--- src/rtl/acq_search_ctrl.sv ---
// Serial code-phase acquisition sequencer for one code_gen channel: load PRN key, dwell, slew, repeat.
// Optional watchdog and timeout output are enabled by defining ACQ_TIMEOUT_EN.
module acq_search_ctrl #(
    parameter int HC_PER_CODE   = 2046,
    parameter int DWELL_W       = 8,
    parameter int DISCARD_DUMPS = 1
) (
    input  logic               clk,
    input  logic               rst,
    input  logic               start,
    input  logic               abort,
    input  logic [9:0]         prn_key_in,
    input  logic [DWELL_W-1:0] dwell_count,
    input  logic [10:0]        slew_step,
    input  logic               dump_enable,
    input  logic               detect,
    output logic               prn_key_enable,
    output logic [9:0]         prn_key,
    output logic               slew_enable,
    output logic [10:0]        code_slew,
    output logic               busy,
    output logic               done,
    output logic               found,
    output logic [11:0]        hc_offset
`ifdef ACQ_TIMEOUT_EN
    ,
    output logic               timeout
`endif
);

    localparam int DISC_W = (DISCARD_DUMPS < 2) ? 1 : $clog2(DISCARD_DUMPS + 1);
    localparam logic [DISC_W-1:0] DISC_INIT = DISC_W'(DISCARD_DUMPS);
    localparam logic [11:0] HC_LIMIT = 12'(HC_PER_CODE);

    typedef enum logic [2:0] {
        IDLE,
        LOAD,
        SETTLE,
        DWELL,
        SLEW,
        DONE
    } state_t;

    state_t             state;
    logic [DISC_W-1:0]  discard_cnt;
    logic [DWELL_W-1:0] dwell_len;
    logic [DWELL_W-1:0] dwell_cnt;
    logic [DWELL_W-1:0] dwell_next;
    logic [11:0]        next_hc;
`ifdef ACQ_TIMEOUT_EN
    logic [19:0]        wdog;
`endif

    assign dwell_next = dwell_cnt + DWELL_W'(1);
    // Offset after the pending slew; at most 2045 + 2047, so 12 bits never wrap.
    assign next_hc    = hc_offset + {1'b0, code_slew};

    always_ff @(posedge clk) begin
        if (rst) begin
            state          <= IDLE;
            discard_cnt    <= '0;
            dwell_len      <= '0;
            dwell_cnt      <= '0;
            prn_key_enable <= 1'b0;
            prn_key        <= '0;
            slew_enable    <= 1'b0;
            code_slew      <= '0;
            busy           <= 1'b0;
            done           <= 1'b0;
            found          <= 1'b0;
            hc_offset      <= '0;
`ifdef ACQ_TIMEOUT_EN
            wdog           <= '0;
            timeout        <= 1'b0;
`endif
        end else if (abort) begin
            state          <= IDLE;
            busy           <= 1'b0;
            prn_key_enable <= 1'b0;
            slew_enable    <= 1'b0;
            done           <= 1'b0;
        end else begin
            prn_key_enable <= 1'b0;
            slew_enable    <= 1'b0;
            done           <= 1'b0;
`ifdef ACQ_TIMEOUT_EN
            if (state == LOAD || dump_enable) begin
                wdog <= '0;
            end else if (busy) begin
                wdog <= wdog + 20'd1;
            end
`endif
            case (state)
                IDLE, DONE: begin
                    if (start) begin
                        prn_key        <= prn_key_in;
                        dwell_len      <= (dwell_count == '0) ? DWELL_W'(1) : dwell_count;
                        code_slew      <= (slew_step == '0) ? 11'd1 : slew_step;
                        found          <= 1'b0;
                        hc_offset      <= '0;
                        busy           <= 1'b1;
                        prn_key_enable <= 1'b1;
                        state          <= LOAD;
`ifdef ACQ_TIMEOUT_EN
                        timeout        <= 1'b0;
`endif
                    end
                end
                LOAD: begin
                    discard_cnt <= DISC_INIT;
                    state       <= SETTLE;
                end
                SETTLE: begin
                    // The dump that straddled the slew (or the key load) carries a mixed integration.
                    if (discard_cnt == '0) begin
                        dwell_cnt <= '0;
                        state     <= DWELL;
                    end else if (dump_enable) begin
                        discard_cnt <= discard_cnt - DISC_W'(1);
                        if (discard_cnt == DISC_W'(1)) begin
                            dwell_cnt <= '0;
                            state     <= DWELL;
                        end
                    end
                end
                DWELL: begin
                    if (dump_enable) begin
                        if (detect) begin
                            found <= 1'b1;
                            done  <= 1'b1;
                            busy  <= 1'b0;
                            state <= DONE;
                        end else begin
                            dwell_cnt <= dwell_next;
                            if (dwell_next == dwell_len) begin
                                if (next_hc >= HC_LIMIT) begin
                                    done  <= 1'b1;
                                    busy  <= 1'b0;
                                    state <= DONE;
                                end else begin
                                    slew_enable <= 1'b1;
                                    state       <= SLEW;
                                end
                            end
                        end
                    end
                end
                SLEW: begin
                    hc_offset   <= next_hc;
                    discard_cnt <= DISC_INIT;
                    state       <= SETTLE;
                end
                default: begin
                    busy  <= 1'b0;
                    state <= IDLE;
                end
            endcase
`ifdef ACQ_TIMEOUT_EN
            // A channel with no dumps for 2^20-1 cycles is dead; end the search unsuccessfully.
            if (busy && state != LOAD && !dump_enable && wdog == 20'hFFFFF) begin
                state          <= DONE;
                done           <= 1'b1;
                busy           <= 1'b0;
                found          <= 1'b0;
                slew_enable    <= 1'b0;
                prn_key_enable <= 1'b0;
                timeout        <= 1'b1;
            end
`endif
        end
    end

endmodule
--- config.mk ---
export PLATFORM = sky130hd
export DESIGN_NAME = acq_search_ctrl
export DESIGN_NICKNAME = d
export VERILOG_FILES = /design/src/rtl/acq_search_ctrl.sv
export SDC_FILE = /design/constraint.sdc
export NUM_CORES = 1
export LEC_CHECK = 0
export CORE_ASPECT_RATIO = 0.6
export CORE_MARGIN = 2
export CORE_UTILIZATION = 28
export CTS_CLUSTER_DIAMETER = 60
export DETAILED_ROUTE_END_ITERATION = 16
export PLACE_DENSITY = 0.52
export SKIP_CTS_REPAIR_TIMING = 1
export SYNTH_ARGS = -nofsm -noshare
export SYNTH_HDL_FRONTEND = slang
export SYNTH_SLANG_ARGS = --single-unit
--- constraint.sdc ---
create_clock -name clk -period 4.9 [get_ports clk]
set_input_delay 0.735 -clock clk [delete_from_list [all_inputs] [get_ports clk]]
set_output_delay 0.735 -clock clk [all_outputs]
set_load 0.01 [all_outputs]
# ---- Yosys cells after proc, flatten, opt, wreduce, memory -nomap -nowiden
# Cells that the tools add are included.
dict set report totals {
  output_inout_bits 38
  reg_bits 58
}
dict set report classes {
  n_lt_le_gt_ge 1
  n_reduce_logical 21
  n_bitwise 6
  mux 35
  eq_ne 13
  addsub 3
}
# cell count
set ops {}
lappend ops {{8-bit 2-to-1 mux} 5}
lappend ops {{12-bit case mux with 2 select lines} 1}
lappend ops {{3-bit 2-to-1 mux} 6}
lappend ops {{1-bit 2-to-1 mux} 16}
lappend ops {{8-bit case mux with 2 select lines} 1}
lappend ops {{5-bit AND reduction} 3}
lappend ops {{12-bit by 11-bit adder with 12-bit output} 1}
lappend ops {{12-bit by 11-bit greater-or-equal comparator with 1-bit output (second input constant)} 1}
lappend ops {{12-bit 2-to-1 mux} 1}
lappend ops {{3-bit case mux with 4 select lines} 1}
lappend ops {{11-bit zero test} 1}
lappend ops {{11-bit 2-to-1 mux} 1}
lappend ops {{3-bit inequality test (second input constant)} 3}
lappend ops {{8-bit by 1-bit adder with 8-bit output (second input constant)} 1}
lappend ops {{8-bit == test} 1}
lappend ops {{8-bit zero test} 1}
lappend ops {{2-bit inequality test (second input constant)} 4}
lappend ops {{2-bit nonzero test} 4}
lappend ops {{3-bit by 2-bit == test with 1-bit output (second input constant)} 2}
lappend ops {{3-bit == test (second input constant)} 2}
lappend ops {{1-bit inverter} 6}
lappend ops {{3-bit AND reduction} 2}
lappend ops {{2-bit OR reduction} 3}
lappend ops {{3-bit OR reduction} 2}
lappend ops {{9 further kinds} 10}

# ---- Logic depth before layout (Yosys ltp)
dict set report logic_depth {
  ltp_word 7
  depth_mapped 10
  ltp_nobuf 10
}

# ---- Worst setup path before layout
# OpenSTA, ideal clock, no wires.
dict set report synth_timing {
  path_type {register to register}
  start {register code_slew[0]}
  end {register slew_enable}
  period_less_slack_ns 2.490
  setup_ns 0.061
  required_ns 4.839
  path_stages_with_launch 11
  n_path_buf 0
  t_arrival_ns 2.429
  slack_ns 2.410
  path_cell_list {dfxtp_1 ha_1 inv_1 fa_1 nand2b_1 a21o_1 a21oi_1 nor4b_1 a311o_1 a311oi_2 and4_1}
}
dict set report synth_between {
  elab_chain_cells 3
}
# item line_no
set synth_rtl {}
lappend synth_rtl {{start: declaration} 20} ;# output logic [10:0] code_slew,
lappend synth_rtl {{start signal: assignment} 98} ;# code_slew <= (slew_step == '0) ? 11'd1 : slew_step;
lappend synth_rtl {{12-bit by 11-bit adder with 12-bit output} 56} ;# assign next_hc = hc_offset + {1'b0, code_slew};
lappend synth_rtl {{12-bit by 11-bit greater-or-equal comparator with 1-bit output} 136} ;# if (next_hc >= HC_LIMIT) begin
lappend synth_rtl {{1-bit 2-to-1 mux} 136}
lappend synth_rtl {{end signal: assignment} 66} ;# slew_enable <= 1'b0;
lappend synth_rtl {{end signal: assignment} 80} ;# slew_enable <= 1'b0;
lappend synth_rtl {{end signal: assignment} 141} ;# slew_enable <= 1'b1;
lappend synth_rtl {{end: declaration} 19} ;# output logic slew_enable,
# No other way between the ends.
# A chain may end at the register's enable or synchronous reset.

# ---- Worst setup path in the final report
dict set report layout_timing {
  start {input port abort}
  end {register prn_key[9]}
}
dict set report layout_between {
  elab_chain_cells 2
}
# item line_no
set layout_rtl {}
lappend layout_rtl {{start: declaration} 11} ;# input logic abort,
lappend layout_rtl {{1-bit inverter (no line)} n/a}
lappend layout_rtl {{3-bit AND reduction (no line)} n/a}
lappend layout_rtl {{end signal: assignment} 96} ;# prn_key <= prn_key_in;
lappend layout_rtl {{end: declaration} 18} ;# output logic [9:0] prn_key,
# No other way between the ends.

==> Implementation_results.wiki <==
{| class="wikitable"
! Metric !! Value
|-
| Relative slew slack || about a fifth
|-
| Global-route track usage on met2 || between 20% and 30%
|-
| P&R area growth vs syn || 35.5%
|-
| Transition time at the pin with the least slew margin || 1180 ps
|-
| Gr usage total || 16.2%
|-
| Residual overflow from global routing || 0
|-
| Net count of the mapped netlist || 462
|-
| Multiplexer share of the synthesized area || 0.355%
|-
| Die Footprint || 12200 um2
|-
| Top-level I/O count || 73
|-
| Detailed Route Iter0 Violations || between 150 and 200
|-
| Area used by multi-input combinational logic || around 1900 um2
|-
| Post-synth ARST share || 0%
|-
| Crit end category || flip-flop
|-
| Maximum vdd ir drop || 0.138 mV
|-
| Final routed DRC violation total || 0
|-
| Detail-routed via count per cell || 5.06
|-
| Share of post-route cells with drive strength above 1 || 5.86%
|-
| Post-detailed-placement half-perimeter wirelength || 6930 um
|-
| Power per cell area || 306 nW/um2
|-
| DR vias || between 3000 and 4000
|-
| Class of the worst hold path || reg2reg
|-
| Worst Hold Slack || 455 ps
|-
| Final hold vios || 0
|-
| Inserted Diodes || 0
|-
| Leakage dissipation || 1.54 nW
|-
| Required time worst endpoint || 5070 ps
|-
| Share of the clock period used by the worst path after layout || about 60%
|-
| Startpoint Class || primary input
|-
| Number of fill cells || 1138
|-
| Critical path class || in2reg
|-
| Total clock sinks || 58
|-
| Site Rows || 30
|-
| Clock transition at the registers of the reported paths || 50 ps
|-
| Overall die width || roughly 140 um
|-
| Fraction of the core area covered by cells at the end of the flow || roughly two fifths
|-
| Largest net degree at the start of global routing || 55
|-
| Setup Total Neg Slack || 0 ps
|-
| Post-place setup slack || 1640 ps
|-
| Max_cap viols || 0
|-
| Count of distinct cell types in the synthesized netlist || 57
|-
| CTS tree || yes
|-
| Worst setup skew after layout || 4.32 ps
|-
| Layout Cells excl Fill || 622
|-
| Cell chosen for the clock root || sky130_fd_sc_hd__clkbuf_16
|-
| Max Clk Rate || about 340 MHz
|-
| Synthesized flop and latch total || 58
|-
| Met3 track utilization from global routing || 5.03%
|-
| GR Util met1 || 23.7%
|-
| Net count reported at finish || approximately 520
|-
| Number of routed nets with antenna violations || 0
|-
| Total power || 1.31 mW
|-
| Crit path setup slack, layout || between 1500 and 2000 ps
|-
| RSZ-0062 raised after global routing || no
|-
| Fraction of the mapped netlist area in adder cells || 5.37%
|-
| Data arrival time of the critical path || 3100 ps
|-
| Floorplan die height || 86.4 um
|-
| Cells after synthesis || 414
|-
| EDFF count, synth || 0
|-
| Placed cell area || ~4000 um2
|-
| Post-route standard cell area excluding fillers || 4290 um2
|-
| Total of endpoints with negative setup slack in the final report || 0
|-
| Port Buf Inserts || 72
|-
| Highest-utilization routing layer at the global route stage || met1
|-
| Number of placed instances with taps included || 606
|-
| Prevailing post-synth register cell || sky130_fd_sc_hd__dfxtp_1
|-
| Antenna violations before repair || 0
|-
| Wire length after detailed routing || 9620 um
|-
| Number of buffers inserted during clock tree synthesis || 9
|-
| Worst-case clock buffer depth || 2
|-
| FF/Latch Area || 1160 um2
|-
| Average cell area after synthesis || around 7.7 um2
|-
| Synthesized-area fraction occupied by ao, oa, aoi and oai cells || 23.1%
|-
| Source-to-sink clock delay at the later pin of the worst-skew pair || 330 ps
|-
| Maximum fanout along the worst path || 25
|-
| Netlist area before placement || between 3000 and 4000 um2
|-
| Result of the run || finished, final reports clean
|-
| CORE AREA || 11100 um2
|-
| Global-route wire length before repair || 15400 um
|-
| Initial cell density of the core || 28.4%
|-
| Number of global-route vias before repair || 2987
|-
| Post-synthesis share of cell area spent on and, or, nand and nor gates || between 20% and 30%
|-
| Fin. max-slew vios || 0
|-
| Number of levels in the clock H-tree || 3
|-
| Part of the Yosys area used for sequential elements || 36.7%
|-
| Min cycle time layout || 2930 ps
|-
| Main combinational cell family by area after synthesis || simple AND/OR/NAND/NOR gates
|-
| Iteration count of the initial detailed-routing pass || 4
|-
| Synthesis Warnings || 0
|-
| Post-synthesis xor/xnor area fraction || 4.98%
|-
| Post-DR wirelength/cell || 15.5 um
|-
| Placer congestion estimate || 0.812
|}
[power by group]
part           switching, mW  total (mW)  internal (mW)
Combinational         0.0670       0.133         0.0657
Sequential            0.0134       0.500          0.486
Clock                  0.224       0.681          0.457
Total                  0.305        1.31           1.01
[final cells by class]
| cell class | instances | share of cell area, % |
|---|---|---|
| clock buffer | 11 | 5.65 |
| tap | 144 | 4.20 |
| clock inverter | 5 | 1.81 |
| multi-input combinational | 320 | 43.4 |
| timing repair buffer | 74 | 17.0 |
| sequential | 58 | 27.0 |
| inverter | 10 | 0.874 |
[worst paths after layout]
path,from,endpoint,slack [ps],cells past startpoint
hold / removal,prn_key[6],prn_key[6],460,2
hold reg to reg,prn_key[6],prn_key[6],460,2
setup / recovery,abort,prn_key[9],1970,6
setup reg to reg,code_slew[0],slew_enable,2080,10
[Yosys cell counts, drive strengths merged, types with 4 or more instances]
| cell | n | share of area (%) |
|---|---|---|
| nand2 | 77 | 9.1 |
| a21oi | 59 | 9.3 |
| dfxtp | 58 | 37 |
| nor2 | 36 | 4.3 |
| clkbuf | 19 | 2.3 |
| nand3 | 16 | 2.5 |
| o21ai | 15 | 2.4 |
| ha | 12 | 4.7 |
| inv | 10 | 1.2 |
| nor3 | 9 | 1.4 |
| xnor2 | 9 | 2.5 |
| xor2 | 9 | 2.5 |
| a31oi | 8 | 1.6 |
| buf | 7 | 1.3 |
| a211oi | 6 | 1.6 |
| a21o | 6 | 1.4 |
| nand3b | 4 | 0.95 |
| nor4 | 4 | 0.99 |
| o22ai | 4 | 0.79 |
| or3 | 4 | 0.79 |
[cell families (layout without fill, tap and decap cells)]
family,count (synthesis),in the layout
simple gates,170,170
compound gates,118,118
flops,58,58
buf+inv,36,100
xor+xnor,18,18
fa+ha+maj,13,13
mux,1,1
[flip-flops by register name, indices dropped and copies added, names as in the netlist]
signal and flops:
discard_cnt 1, code_slew 11, state 3, found 1, dwell_cnt 8, busy 1, dwell_len 8, prn_key 10
done 1, hc_offset 12, prn_key_enable 1, slew_enable 1
[worst max-delay path, stage by stage]
cell	delay [ps]
sky130_fd_sc_hd__clkdlybuf4s50_1	560
sky130_fd_sc_hd__nor2_1	230
sky130_fd_sc_hd__nand3_1	860
sky130_fd_sc_hd__buf_4	540
sky130_fd_sc_hd__nand2_1	90
sky130_fd_sc_hd__a21oi_1	60
[placed cells by master, fill, tap and decap left out, types with 8 or more instances in the layout]
master	instances
sky130_fd_sc_hd__inv_1	9
sky130_fd_sc_hd__nor3_1	8
sky130_fd_sc_hd__a31oi_1	8
sky130_fd_sc_hd__nand3_1	16
sky130_fd_sc_hd__xnor2_1	9
sky130_fd_sc_hd__o21ai_1	8
sky130_fd_sc_hd__clkbuf_16	9
sky130_fd_sc_hd__nand2_1	77
sky130_fd_sc_hd__a21oi_1	59
sky130_fd_sc_hd__nor2_1	36
sky130_fd_sc_hd__xor2_1	9
sky130_fd_sc_hd__ha_1	12
sky130_fd_sc_hd__clkdlybuf4s50_1	71
sky130_fd_sc_hd__dfxtp_1	58
[routing by layer]
metal	vias up	wire [um]
li1	1586	-
met5	-	0
met4	0	61
met3	5	744
met1	1466	5140
met2	90	3680
(Power assumes the default switching activity.)
